`config.mk`:
```
export PLATFORM = sky130hd
export DESIGN_NAME = instr_fetch_reg_flat
export DESIGN_NICKNAME = d
export VERILOG_FILES = /design/src/rtl/instr_fetch_reg_if.sv /design/src/rtl/instr_fetch_reg.sv /design/src/flat_wrapper.sv
export SDC_FILE = /design/constraint.sdc
export NUM_CORES = 1
export LEC_CHECK = 0
export CORE_UTILIZATION = 40
export CTS_BUF_LIST = sky130_fd_sc_hd__clkbuf_16
export CTS_CLUSTER_DIAMETER = 100
export CTS_CLUSTER_SIZE = 16
export DETAILED_ROUTE_END_ITERATION = 12
export PLACE_DENSITY = 0.93
export SLEW_MARGIN = 40
export SYNTH_ARGS = -nofsm -noshare
export SYNTH_HDL_FRONTEND = slang
export SYNTH_SLANG_ARGS = --single-unit
```
`constraint.sdc`:
```
create_clock -name clk -period 4 [get_ports clk]
set_input_delay 1 -clock clk [delete_from_list [all_inputs] [get_ports clk]]
set_output_delay 1 -clock clk [all_outputs]
set_load 0.02 [all_outputs]
```
`src/rtl/instr_fetch_reg_if.sv`:
```
// rtl/instr_fetch_reg_if.sv - fetch stage bus: control, instruction memory and decode handshake
interface instr_fetch_reg_if;
   logic        stall;
   logic        redirect;
   logic [31:0] redirect_pc;
   logic        mem_req;
   logic [31:0] mem_addr;
   logic        mem_ready;
   logic [31:0] mem_rdata;
   logic        inst_valid;
   logic        inst_ready;
   logic [31:0] pc_out;
   logic [31:0] inst;
   logic [5:0]  opcode;
   logic [4:0]  rs;
   logic [4:0]  rt;
   logic [4:0]  rd;
   logic [4:0]  shamt;
   logic [5:0]  funct;
   logic [15:0] imm_16;
   logic [25:0] j_target;

   modport master (
      input  stall, redirect, redirect_pc, mem_ready, mem_rdata, inst_ready,
      output mem_req, mem_addr, inst_valid, pc_out, inst,
             opcode, rs, rt, rd, shamt, funct, imm_16, j_target
   );

   modport slave (
      output stall, redirect, redirect_pc, mem_ready, mem_rdata, inst_ready,
      input  mem_req, mem_addr, inst_valid, pc_out, inst,
             opcode, rs, rt, rd, shamt, funct, imm_16, j_target
   );
endinterface

```
`src/rtl/instr_fetch_reg.sv`:
```
// rtl/instr_fetch_reg.sv - instruction fetch FSM, PC and instruction register with MIPS field split
module instr_fetch_reg #(
   parameter logic [31:0] RESET_PC = 32'h0000_0000
) (
   input logic                 clk,
   input logic                 rst,
   instr_fetch_reg_if.master   bus
);
   typedef enum logic [1:0] {IDLE, REQ, HOLD} state_t;

   state_t      state, state_nxt;
   logic [31:0] pc, pc_nxt;
   logic [31:0] ir, ir_nxt;
   logic [31:0] pc_out_q, pc_out_nxt;

   always_ff @(posedge clk or posedge rst) begin
      if (rst) begin
         state    <= IDLE;
         pc       <= RESET_PC;
         ir       <= 32'h0;
         pc_out_q <= 32'h0;
      end else begin
         state    <= state_nxt;
         pc       <= pc_nxt;
         ir       <= ir_nxt;
         pc_out_q <= pc_out_nxt;
      end
   end

   // Redirect overrides everything, including a completing read or a decode accept.
   always_comb begin
      state_nxt  = state;
      pc_nxt     = pc;
      ir_nxt     = ir;
      pc_out_nxt = pc_out_q;
      if (bus.redirect) begin
         pc_nxt    = {bus.redirect_pc[31:2], 2'b00};
         state_nxt = bus.stall ? IDLE : REQ;
      end else begin
         case (state)
            IDLE: begin
               if (!bus.stall) state_nxt = REQ;
            end
            REQ: begin
               if (bus.mem_ready) begin
                  ir_nxt     = bus.mem_rdata;
                  pc_out_nxt = pc;
                  pc_nxt     = pc + 32'd4;
                  state_nxt  = HOLD;
               end
            end
            HOLD: begin
               if (bus.inst_ready) state_nxt = bus.stall ? IDLE : REQ;
            end
            default: state_nxt = IDLE;
         endcase
      end
   end

   assign bus.mem_req    = (state == REQ);
   assign bus.mem_addr   = pc;
   assign bus.inst_valid = (state == HOLD);
   assign bus.pc_out     = pc_out_q;
   assign bus.inst       = ir;
   assign bus.opcode     = ir[31:26];
   assign bus.rs         = ir[25:21];
   assign bus.rt         = ir[20:16];
   assign bus.rd         = ir[15:11];
   assign bus.shamt      = ir[10:6];
   assign bus.funct      = ir[5:0];
   assign bus.imm_16     = ir[15:0];
   assign bus.j_target   = ir[25:0];
endmodule
```
`src/flat_wrapper.sv`:
```
// flat-port wrapper written by rule: the top's interface ports become plain ports
module instr_fetch_reg_flat 
#(
   parameter logic [31:0] RESET_PC = 32'h0000_0000
)
  (clk, rst, bus_stall, bus_redirect, bus_redirect_pc, bus_mem_ready, bus_mem_rdata, bus_inst_ready, bus_mem_req, bus_mem_addr, bus_inst_valid, bus_pc_out, bus_inst, bus_opcode, bus_rs, bus_rt, bus_rd, bus_shamt, bus_funct, bus_imm_16, bus_j_target);
  instr_fetch_reg_if bus_i ();
  input logic clk;
  input logic rst;
  input wire logic [$bits(bus_i.stall)-1:0] bus_stall;
  input wire logic [$bits(bus_i.redirect)-1:0] bus_redirect;
  input wire logic [$bits(bus_i.redirect_pc)-1:0] bus_redirect_pc;
  input wire logic [$bits(bus_i.mem_ready)-1:0] bus_mem_ready;
  input wire logic [$bits(bus_i.mem_rdata)-1:0] bus_mem_rdata;
  input wire logic [$bits(bus_i.inst_ready)-1:0] bus_inst_ready;
  output wire logic [$bits(bus_i.mem_req)-1:0] bus_mem_req;
  output wire logic [$bits(bus_i.mem_addr)-1:0] bus_mem_addr;
  output wire logic [$bits(bus_i.inst_valid)-1:0] bus_inst_valid;
  output wire logic [$bits(bus_i.pc_out)-1:0] bus_pc_out;
  output wire logic [$bits(bus_i.inst)-1:0] bus_inst;
  output wire logic [$bits(bus_i.opcode)-1:0] bus_opcode;
  output wire logic [$bits(bus_i.rs)-1:0] bus_rs;
  output wire logic [$bits(bus_i.rt)-1:0] bus_rt;
  output wire logic [$bits(bus_i.rd)-1:0] bus_rd;
  output wire logic [$bits(bus_i.shamt)-1:0] bus_shamt;
  output wire logic [$bits(bus_i.funct)-1:0] bus_funct;
  output wire logic [$bits(bus_i.imm_16)-1:0] bus_imm_16;
  output wire logic [$bits(bus_i.j_target)-1:0] bus_j_target;
  assign bus_i.stall = bus_stall;
  assign bus_i.redirect = bus_redirect;
  assign bus_i.redirect_pc = bus_redirect_pc;
  assign bus_i.mem_ready = bus_mem_ready;
  assign bus_i.mem_rdata = bus_mem_rdata;
  assign bus_i.inst_ready = bus_inst_ready;
  assign bus_mem_req = bus_i.mem_req;
  assign bus_mem_addr = bus_i.mem_addr;
  assign bus_inst_valid = bus_i.inst_valid;
  assign bus_pc_out = bus_i.pc_out;
  assign bus_inst = bus_i.inst;
  assign bus_opcode = bus_i.opcode;
  assign bus_rs = bus_i.rs;
  assign bus_rt = bus_i.rt;
  assign bus_rd = bus_i.rd;
  assign bus_shamt = bus_i.shamt;
  assign bus_funct = bus_i.funct;
  assign bus_imm_16 = bus_i.imm_16;
  assign bus_j_target = bus_i.j_target;
  instr_fetch_reg #(.RESET_PC(RESET_PC)) u_core (.clk(clk), .rst(rst), .bus(bus_i));
endmodule
```
==> qor.log, run 1 <==
qor: setup_path.critical_path_peak_fanout 16
qor: pwr.leakage_power 2.73 nW
qor: clocking.clkSlewWorstSetupHoldPaths 0.07 ns
qor: grt.gr-usage-all-layers 0.200
qor: die.die_area 12300 um2
qor: die.core_area 11500 um2
qor: die.fp.dieW 111 um
qor: sta.worst_pin_slew 0.677 ns
qor: grt.grt_max_degree 74
qor: clocking.clockBufferDepth 2
qor: die.die_h 111 um
qor: logic_synthesis.yosysWarnings 0
qor: clocking.tritoncts done
qor: die.io_pins 242
qor: worst_hold_path.min_to u_core.bus.pc_out[2]$_DFFE_PP0P_
qor: logic_synthesis.synth.distinct_cells 37
qor: logic_synthesis.synth-edff-count 0
qor: setup_path.reg2reg_from u_core.bus.mem_addr[2]$_DFFE_PP0P_
qor: sta.setup_viol 0
qor: grt.grt_pass1_vias 3823
qor: clocking.cts.repair_timing.setup_buffer_count 0
qor: setup_path.worst_path_max_delay_cell or4_1
qor: placed_design.placed_standard_cell_area 6680 um2
qor: setup_path.path_cells clkdlybuf4s50_1 > and4b_1 > nand4_1 > or4_1 > a31oi_1
qor: setup_path.crit_type in -> reg
qor: placed_design.numPortBuffers 235
qor: logic_synthesis.synth.yosys.seq_area_share 0.497
qor: logic_synthesis.synthesis.area 4730 um2
qor: cells_and_area.finalCoreUtilization 0.609
qor: sta.setup-tns-final 0 ns
qor: status.outcome completed
qor: cells_and_area.antenna_cells 0
qor: pwr.power.total 3.98 mW
qor: cells_and_area.area_delta_synth_final 47.6%
qor: grt.antenna_found_initial 0
qor: clocking.clk-insertion-delay-late 0.33 ns
qor: sta.grt_setup_unrepaired false
qor: setup_path.worst-endpoint-required 4.26 ns
qor: setup_path.critical_path.endpoint_type register
qor: cells_and_area.filler_cell_count 897
qor: flow_run.number_of_maximum_capacitance_violations 0
qor: setup_path.worst_r2r_endpoint u_core.bus.mem_addr[30]$_DFFE_PP0P_
qor: sta.final_min_period_over_clock_period 0.764
qor: setup_path.crit_arrival 3.31 ns
qor: placed_design.dp_cells 714
qor: grt.grt_first_pass_wirelength 19700 um
qor: grt.overflow 0
qor: routing.vias_per_cell 5.14
qor: setup_path.reg2reg_slack 1.61 ns
qor: cells_and_area.final_common_cell clkdlybuf4s50_1
qor: cells_and_area.fin_nets 653
qor: setup_path.cpPeakStageDelay 0.71 ns
qor: logic_synthesis.dominantRegCellSynth dfrtp_1
qor: cells_and_area.finished_layout_cell_area 6980 um2
qor: logic_synthesis.synth-async-reset-ratio 1.00
qor: setup_path.r2r_cells 5
qor: pwr.pwr_cell_area 570 nW/um2
qor: routing.postRouteWirelength 12200 um
qor: placed_design.hpwlAfterDp 8740 um
qor: die.initial_core_utilization 0.412
qor: clocking.clock_sink_count 94
qor: routing.wl_per_cell 16.7 um
qor: logic_synthesis.post_synth_inst_count 423
qor: logic_synthesis.postSynthRegisterBits 94
qor: cells_and_area.layout.cells.non_filler 730
qor: sta.timing.fmax 327 MHz
qor: logic_synthesis.syn_area_per_cell 11.2 um2
qor: clocking.clockRootBuffer clkbuf_16
qor: clocking.cts-htree-levels 3
qor: sta.slew-limit-headroom 0.549
qor: worst_hold_path.hold_path_startpoint u_core.bus.pc_out[2]$_DFFE_PP0P_
qor: sta.report.final.slew_viol_count 0
qor: routing.antenna_violating_nets_post_route 0
qor: sta.report.final.hold_viol_count 0
qor: routing.drt_iter0_markers 180
qor: sta.fin_skew 0.0104 ns
qor: routing.drc 0
qor: cells_and_area.post_route_cells_drive_above_1_share 0.148
qor: clocking.postCtsResizedCells 0
qor: clocking.cts_buffers 9
qor: routing.via_count 3753
qor: sta.finalWorstPathRequiredPeriod 3.06 ns
qor: die.std_cell_rows 39
qor: pwr.worst_ir_drop_vdd 321 uV
qor: routing.dr.pass1.iters 4
qor: setup_path.cp-start-kind primary input
qor: worst_hold_path.min_delay_path_depth 1
qor: cells_and_area.layout.cells.most_common_list clkdlybuf4s50_1, dfrtp_1, mux2_2
qor: worst_hold_path.holdCritPathClass reg -> reg
qor: placed_design.place_congestion 0.792
qor: clocking.ctsHoldBuffers 0
[worst max-delay path, delay by kind of cell]
kind            cells  cell delay (ns)
compound gates      1             0.18
buf+inv             1             0.58
simple gates        3             1.56
[kinds of logic after synthesis]
kind of cell,after synthesis,share of synthesized area
AND/OR/NAND/NOR,104,0.123
buffers and inverters,99,0.141
flip-flops,94,0.497
multiplexers,63,0.150
AO/OA/AOI/OAI,51,0.0672
XOR/XNOR,10,0.0185
adder cells (fa/ha/maj),1,0.00265
other,1,0.000793
[metrics by stage]
stage               setup WS, ns  hold slack (ns)
global route               0.833            0.521
CTS                        0.978            0.510
global placement           0.708            0.491
floorplan                  0.551            0.609
detailed placement         0.633            0.496
finish                     0.943            0.504
[synth_stat cells (2+ instances only)]
cell type,instances,share of area
and2_1,2,0.0026
inv_1,3,0.0024
mux2_2,62,0.15
buf_4,78,0.12
nand4_1,12,0.016
nand3_1,9,0.0095
dfrtp_1,94,0.50
nor4_1,3,0.0040
xnor2_1,6,0.011
nor2_1,21,0.017
buf_2,2,0.0021
o31ai_1,11,0.017
and3_1,2,0.0026
or3_1,6,0.0079
xor2_1,4,0.0074
clkbuf_1,15,0.012
nand2_1,22,0.017
and4_1,4,0.0074
a21oi_1,2,0.0021
o31a_1,2,0.0037
a31oi_1,17,0.022
or4_1,14,0.022
o21ai_0,17,0.018
nor3_1,2,0.0021
[flip-flops by register name, indices dropped and copies added (netlist names)]
| name | cells |
|---|---|
| u_core.bus.mem_addr | 30 |
| u_core.bus.pc_out | 30 |
| u_core.bus.inst | 32 |
| u_core.state | 2 |
[per-layer routing]
layer / up-vias / GRT usage / share of wire
met3: 8 / 0.0607 / 0.078
met2: 173 / 0.348 / 0.50
met5: - / 0 / 0
li1: 1751 / - / -
met4: 0 / 0.0480 / 0.0065
met1: 1821 / 0.240 / 0.42
[where the power goes]
group | switching (mW) | internal [mW]
clock | 0.362 | 0.487
sequential | 0.204 | 1.16
combinational | 0.841 | 0.922
total | 1.41 | 2.57
[area by class of cell]
cell class	count	area (um2)	area share
clock buffers	9	225	0.0323
clock inverters	7	72.6	0.0104
inverters	4	20.0	0.00287
multi-input cells	233	1730	0.248
flip-flops and latches	94	2350	0.337
well taps	143	179	0.0256
repair buffers	240	2400	0.344
[worst max path at each step]
stage                                                     end          start  slack (ns)  depth (start not counted)
after floorplan                u_core.bus.inst[0]$_DFFE_PP0P_            rst        0.55                          1
after global placement    u_core.bus.mem_addr[28]$_DFFE_PP0P_  bus_mem_ready        0.71                          5
after detailed placement  u_core.bus.mem_addr[30]$_DFFE_PP0P_  bus_mem_ready        0.63                          5
after CTS                 u_core.bus.mem_addr[28]$_DFFE_PP0P_  bus_mem_ready        0.98                          5
after global routing      u_core.bus.mem_addr[28]$_DFFE_PP0P_  bus_mem_ready        0.83                          5
final                     u_core.bus.mem_addr[25]$_DFFE_PP0P_  bus_mem_ready        0.94                          5
(Power assumes the default switching activity.)
==> run 2: changes to the inputs <==
--- a/config.mk
+++ b/config.mk
@@ -5,12 +5,12 @@
 export SDC_FILE = /design/constraint.sdc
 export NUM_CORES = 1
 export LEC_CHECK = 0
-export CORE_UTILIZATION = 40
+export CORE_UTILIZATION = 36
 export CTS_BUF_LIST = sky130_fd_sc_hd__clkbuf_16
 export CTS_CLUSTER_DIAMETER = 100
 export CTS_CLUSTER_SIZE = 16
 export DETAILED_ROUTE_END_ITERATION = 12
-export PLACE_DENSITY = 0.93
+export PLACE_DENSITY = 0.89
 export SLEW_MARGIN = 40
 export SYNTH_ARGS = -nofsm -noshare
 export SYNTH_HDL_FRONTEND = slang
==> constraint.sdc (replaced) <==
create_clock -name clk -period 2.6 [get_ports clk]
set_input_delay 0.65 -clock clk [delete_from_list [all_inputs] [get_ports clk]]
set_output_delay 0.65 -clock clk [all_outputs]
set_load 0.02 [all_outputs]
==> qor.log, run 2 (synthesis results as in run 1) <==
qor: sta.timing.fmax 416 MHz
qor: clocking.cts-htree-levels 3 [unchanged]
qor: setup_path.cp-start-kind primary input [unchanged]
qor: routing.via_count 3777 [was 3753]
qor: sta.grt_setup_unrepaired false [unchanged]
qor: pwr.pwr_cell_area 866 nW/um2 [was 570 nW/um2]
qor: routing.drc 0 [unchanged]
qor: sta.slew-limit-headroom 0.658 [was 0.549]
qor: sta.worst_pin_slew 0.513 ns [was 0.677 ns]
qor: clocking.clockRootBuffer clkbuf_16 [unchanged]
qor: cells_and_area.post_route_cells_drive_above_1_share 0.158 [was 0.148]
qor: setup_path.worst-endpoint-required 2.87 ns [was 4.26 ns]
qor: routing.postRouteWirelength 12500 um [was 12200 um]
qor: placed_design.place_congestion 0.780 [was 0.792]
qor: worst_hold_path.holdCritPathClass reg -> reg [unchanged]
qor: flow_run.number_of_maximum_capacitance_violations 0 [unchanged]
qor: clocking.cts.repair_timing.setup_buffer_count 0 [unchanged]
qor: sta.fin_skew 0.00543 ns [was 0.0104 ns]
qor: cells_and_area.filler_cell_count 1083 [was 897]
qor: routing.antenna_violating_nets_post_route 0 [unchanged]
qor: die.die_h 117 um [was 111 um]
qor: cells_and_area.final_common_cell clkdlybuf4s50_1 [unchanged]
qor: routing.vias_per_cell 4.92 [was 5.14]
qor: die.fp.dieW 117 um [was 111 um]
qor: grt.grt_max_degree 95 [was 74]
qor: clocking.clockBufferDepth 2 [unchanged]
qor: routing.dr.pass1.iters 4 [unchanged]
qor: setup_path.reg2reg_slack 0.36 ns [was 1.61 ns]
qor: setup_path.critical_path_peak_fanout 15 [was 16]
qor: cells_and_area.layout.cells.most_common_list clkdlybuf4s50_1, dfrtp_1, mux2_2 [unchanged]
qor: cells_and_area.finished_layout_cell_area 7100 um2 [was 6980 um2]
qor: routing.wl_per_cell 16.3 um [was 16.7 um]
qor: worst_hold_path.min_to u_core.bus.pc_out[9]$_DFFE_PP0P_ [was u_core.bus.pc_out[2]$_DFFE_PP0P_]
qor: clocking.clock_sink_count 94 [unchanged]
qor: clocking.clkSlewWorstSetupHoldPaths 0.07 ns [about the same]
qor: grt.overflow 0 [unchanged]
qor: sta.report.final.hold_viol_count 0 [unchanged]
qor: die.core_area 12700 um2 [was 11500 um2]
qor: pwr.leakage_power 2.77 nW [was 2.73 nW]
qor: placed_design.hpwlAfterDp 9330 um [was 8740 um]
qor: sta.final_min_period_over_clock_period 0.925
qor: die.initial_core_utilization 0.372 [was 0.412]
qor: grt.gr-usage-all-layers 0.185 [was 0.200]
qor: setup_path.crit_arrival 2.67 ns [was 3.31 ns]
qor: clocking.ctsHoldBuffers 0 [unchanged]
qor: worst_hold_path.min_delay_path_depth 1 [unchanged]
qor: cells_and_area.area_delta_synth_final 50.2% [was 47.6%]
qor: grt.antenna_found_initial 0 [unchanged]
qor: setup_path.reg2reg_from u_core.bus.mem_addr[3]$_DFFE_PP0P_ [was u_core.bus.mem_addr[2]$_DFFE_PP0P_]
qor: grt.grt_first_pass_wirelength 19100 um [was 19700 um]
qor: cells_and_area.antenna_cells 0 [unchanged]
qor: clocking.postCtsResizedCells 0 [unchanged]
qor: routing.drt_iter0_markers 147 [was 180]
qor: placed_design.numPortBuffers 235 [unchanged]
qor: cells_and_area.fin_nets 662 [was 653]
qor: placed_design.placed_standard_cell_area 6810 um2 [was 6680 um2]
qor: sta.report.final.slew_viol_count 0 [unchanged]
qor: clocking.cts_buffers 9 [unchanged]
qor: status.outcome completed [unchanged]
qor: pwr.worst_ir_drop_vdd 432 uV [was 321 uV]
qor: grt.grt_pass1_vias 3712 [was 3823]
qor: worst_hold_path.hold_path_startpoint u_core.bus.pc_out[9]$_DFFE_PP0P_ [was u_core.bus.pc_out[2]$_DFFE_PP0P_]
qor: setup_path.crit_type in -> reg [unchanged]
qor: setup_path.worst_r2r_endpoint u_core.bus.mem_addr[28]$_DFFE_PP0P_ [was u_core.bus.mem_addr[30]$_DFFE_PP0P_]
qor: die.io_pins 242 [unchanged]
qor: setup_path.r2r_cells 6 [was 5]
qor: setup_path.critical_path.endpoint_type register [unchanged]
qor: die.std_cell_rows 41 [was 39]
qor: sta.finalWorstSetupSlack 0.195 ns [was 0.943 ns]
qor: clocking.tritoncts done [unchanged]
qor: clocking.clk-insertion-delay-late 0.34 ns [was 0.33 ns]
qor: cells_and_area.largest_register_ff_count 32 [unchanged]
qor: placed_design.detailedPlace.worstSlack -0.150 ns [was 0.633 ns]
qor: sta.finalWorstPathRequiredPeriod 2.41 ns
qor: sta.setup_viol 0 [unchanged]
qor: die.die_area 13600 um2 [was 12300 um2]
run 2: critical path, stage by stage:
cell,delay (ns)
clkdlybuf4s50_1,0.57
nand3b_4,0.10
or4_1,0.51
buf_4,0.19
or4_1,0.48
a31oi_1,0.17
run 2: report_power, final:
| group | switching [mW] | internal [mW] |
|---|---|---|
| clock network | 0.572 | 0.741 |
| registers | 0.305 | 1.79 |
| logic | 1.31 | 1.43 |
run 2: worst max-delay path by stage:
stage,startpoint,end,slack [ns],cells past startpoint
after global placement,bus_mem_ready,u_core.bus.mem_addr[28]$_DFFE_PP0P_,-0.13,6
after global routing,bus_mem_ready,u_core.bus.mem_addr[28]$_DFFE_PP0P_,0.11,6
after detailed placement,bus_mem_ready,u_core.bus.mem_addr[28]$_DFFE_PP0P_,-0.15,6
after CTS,bus_mem_ready,u_core.bus.mem_addr[28]$_DFFE_PP0P_,0.21,6
after floorplan,u_core.bus.mem_addr[2]$_DFFE_PP0P_,u_core.bus.mem_addr[30]$_DFFE_PP0P_,0.45,6
final,bus_mem_ready,u_core.bus.mem_addr[28]$_DFFE_PP0P_,0.19,6
run 2: layout make-up:
cell class | instances | area (um2) | area share
inverters | 4 | 18.8 | 0.00264
well taps | 172 | 215 | 0.0303
repair buffers | 249 | 2490 | 0.351
clock inverters | 7 | 66.3 | 0.00934
flip-flops and latches | 94 | 2350 | 0.331
multi-input cells | 233 | 1730 | 0.243
clock buffers | 9 | 225 | 0.0317
run 2: metrics by stage:
step,TNS [ns],hold slack (ns),utilization,power [mW],instances
floorplan,0,0.609,-,3.76,426
global route,0,0.519,0.558,6.46,768
global placement,-0.362,0.489,0.535,4.81,752
detailed placement,-0.545,0.495,0.535,4.90,752
finish,0,0.506,0.558,6.15,768
CTS,0,0.509,0.558,6.24,768
run 2: per-layer routing:
| layer | global-route usage | wire length (um) | vias up |
|---|---|---|---|
| met4 | 0.0734 | 216 | 0 |
| met5 | 0 | 0 | - |
| li1 | - | - | 1773 |
| met1 | 0.218 | 4960 | 1822 |
| met3 | 0.0566 | 1100 | 16 |
| met2 | 0.316 | 6240 | 166 |
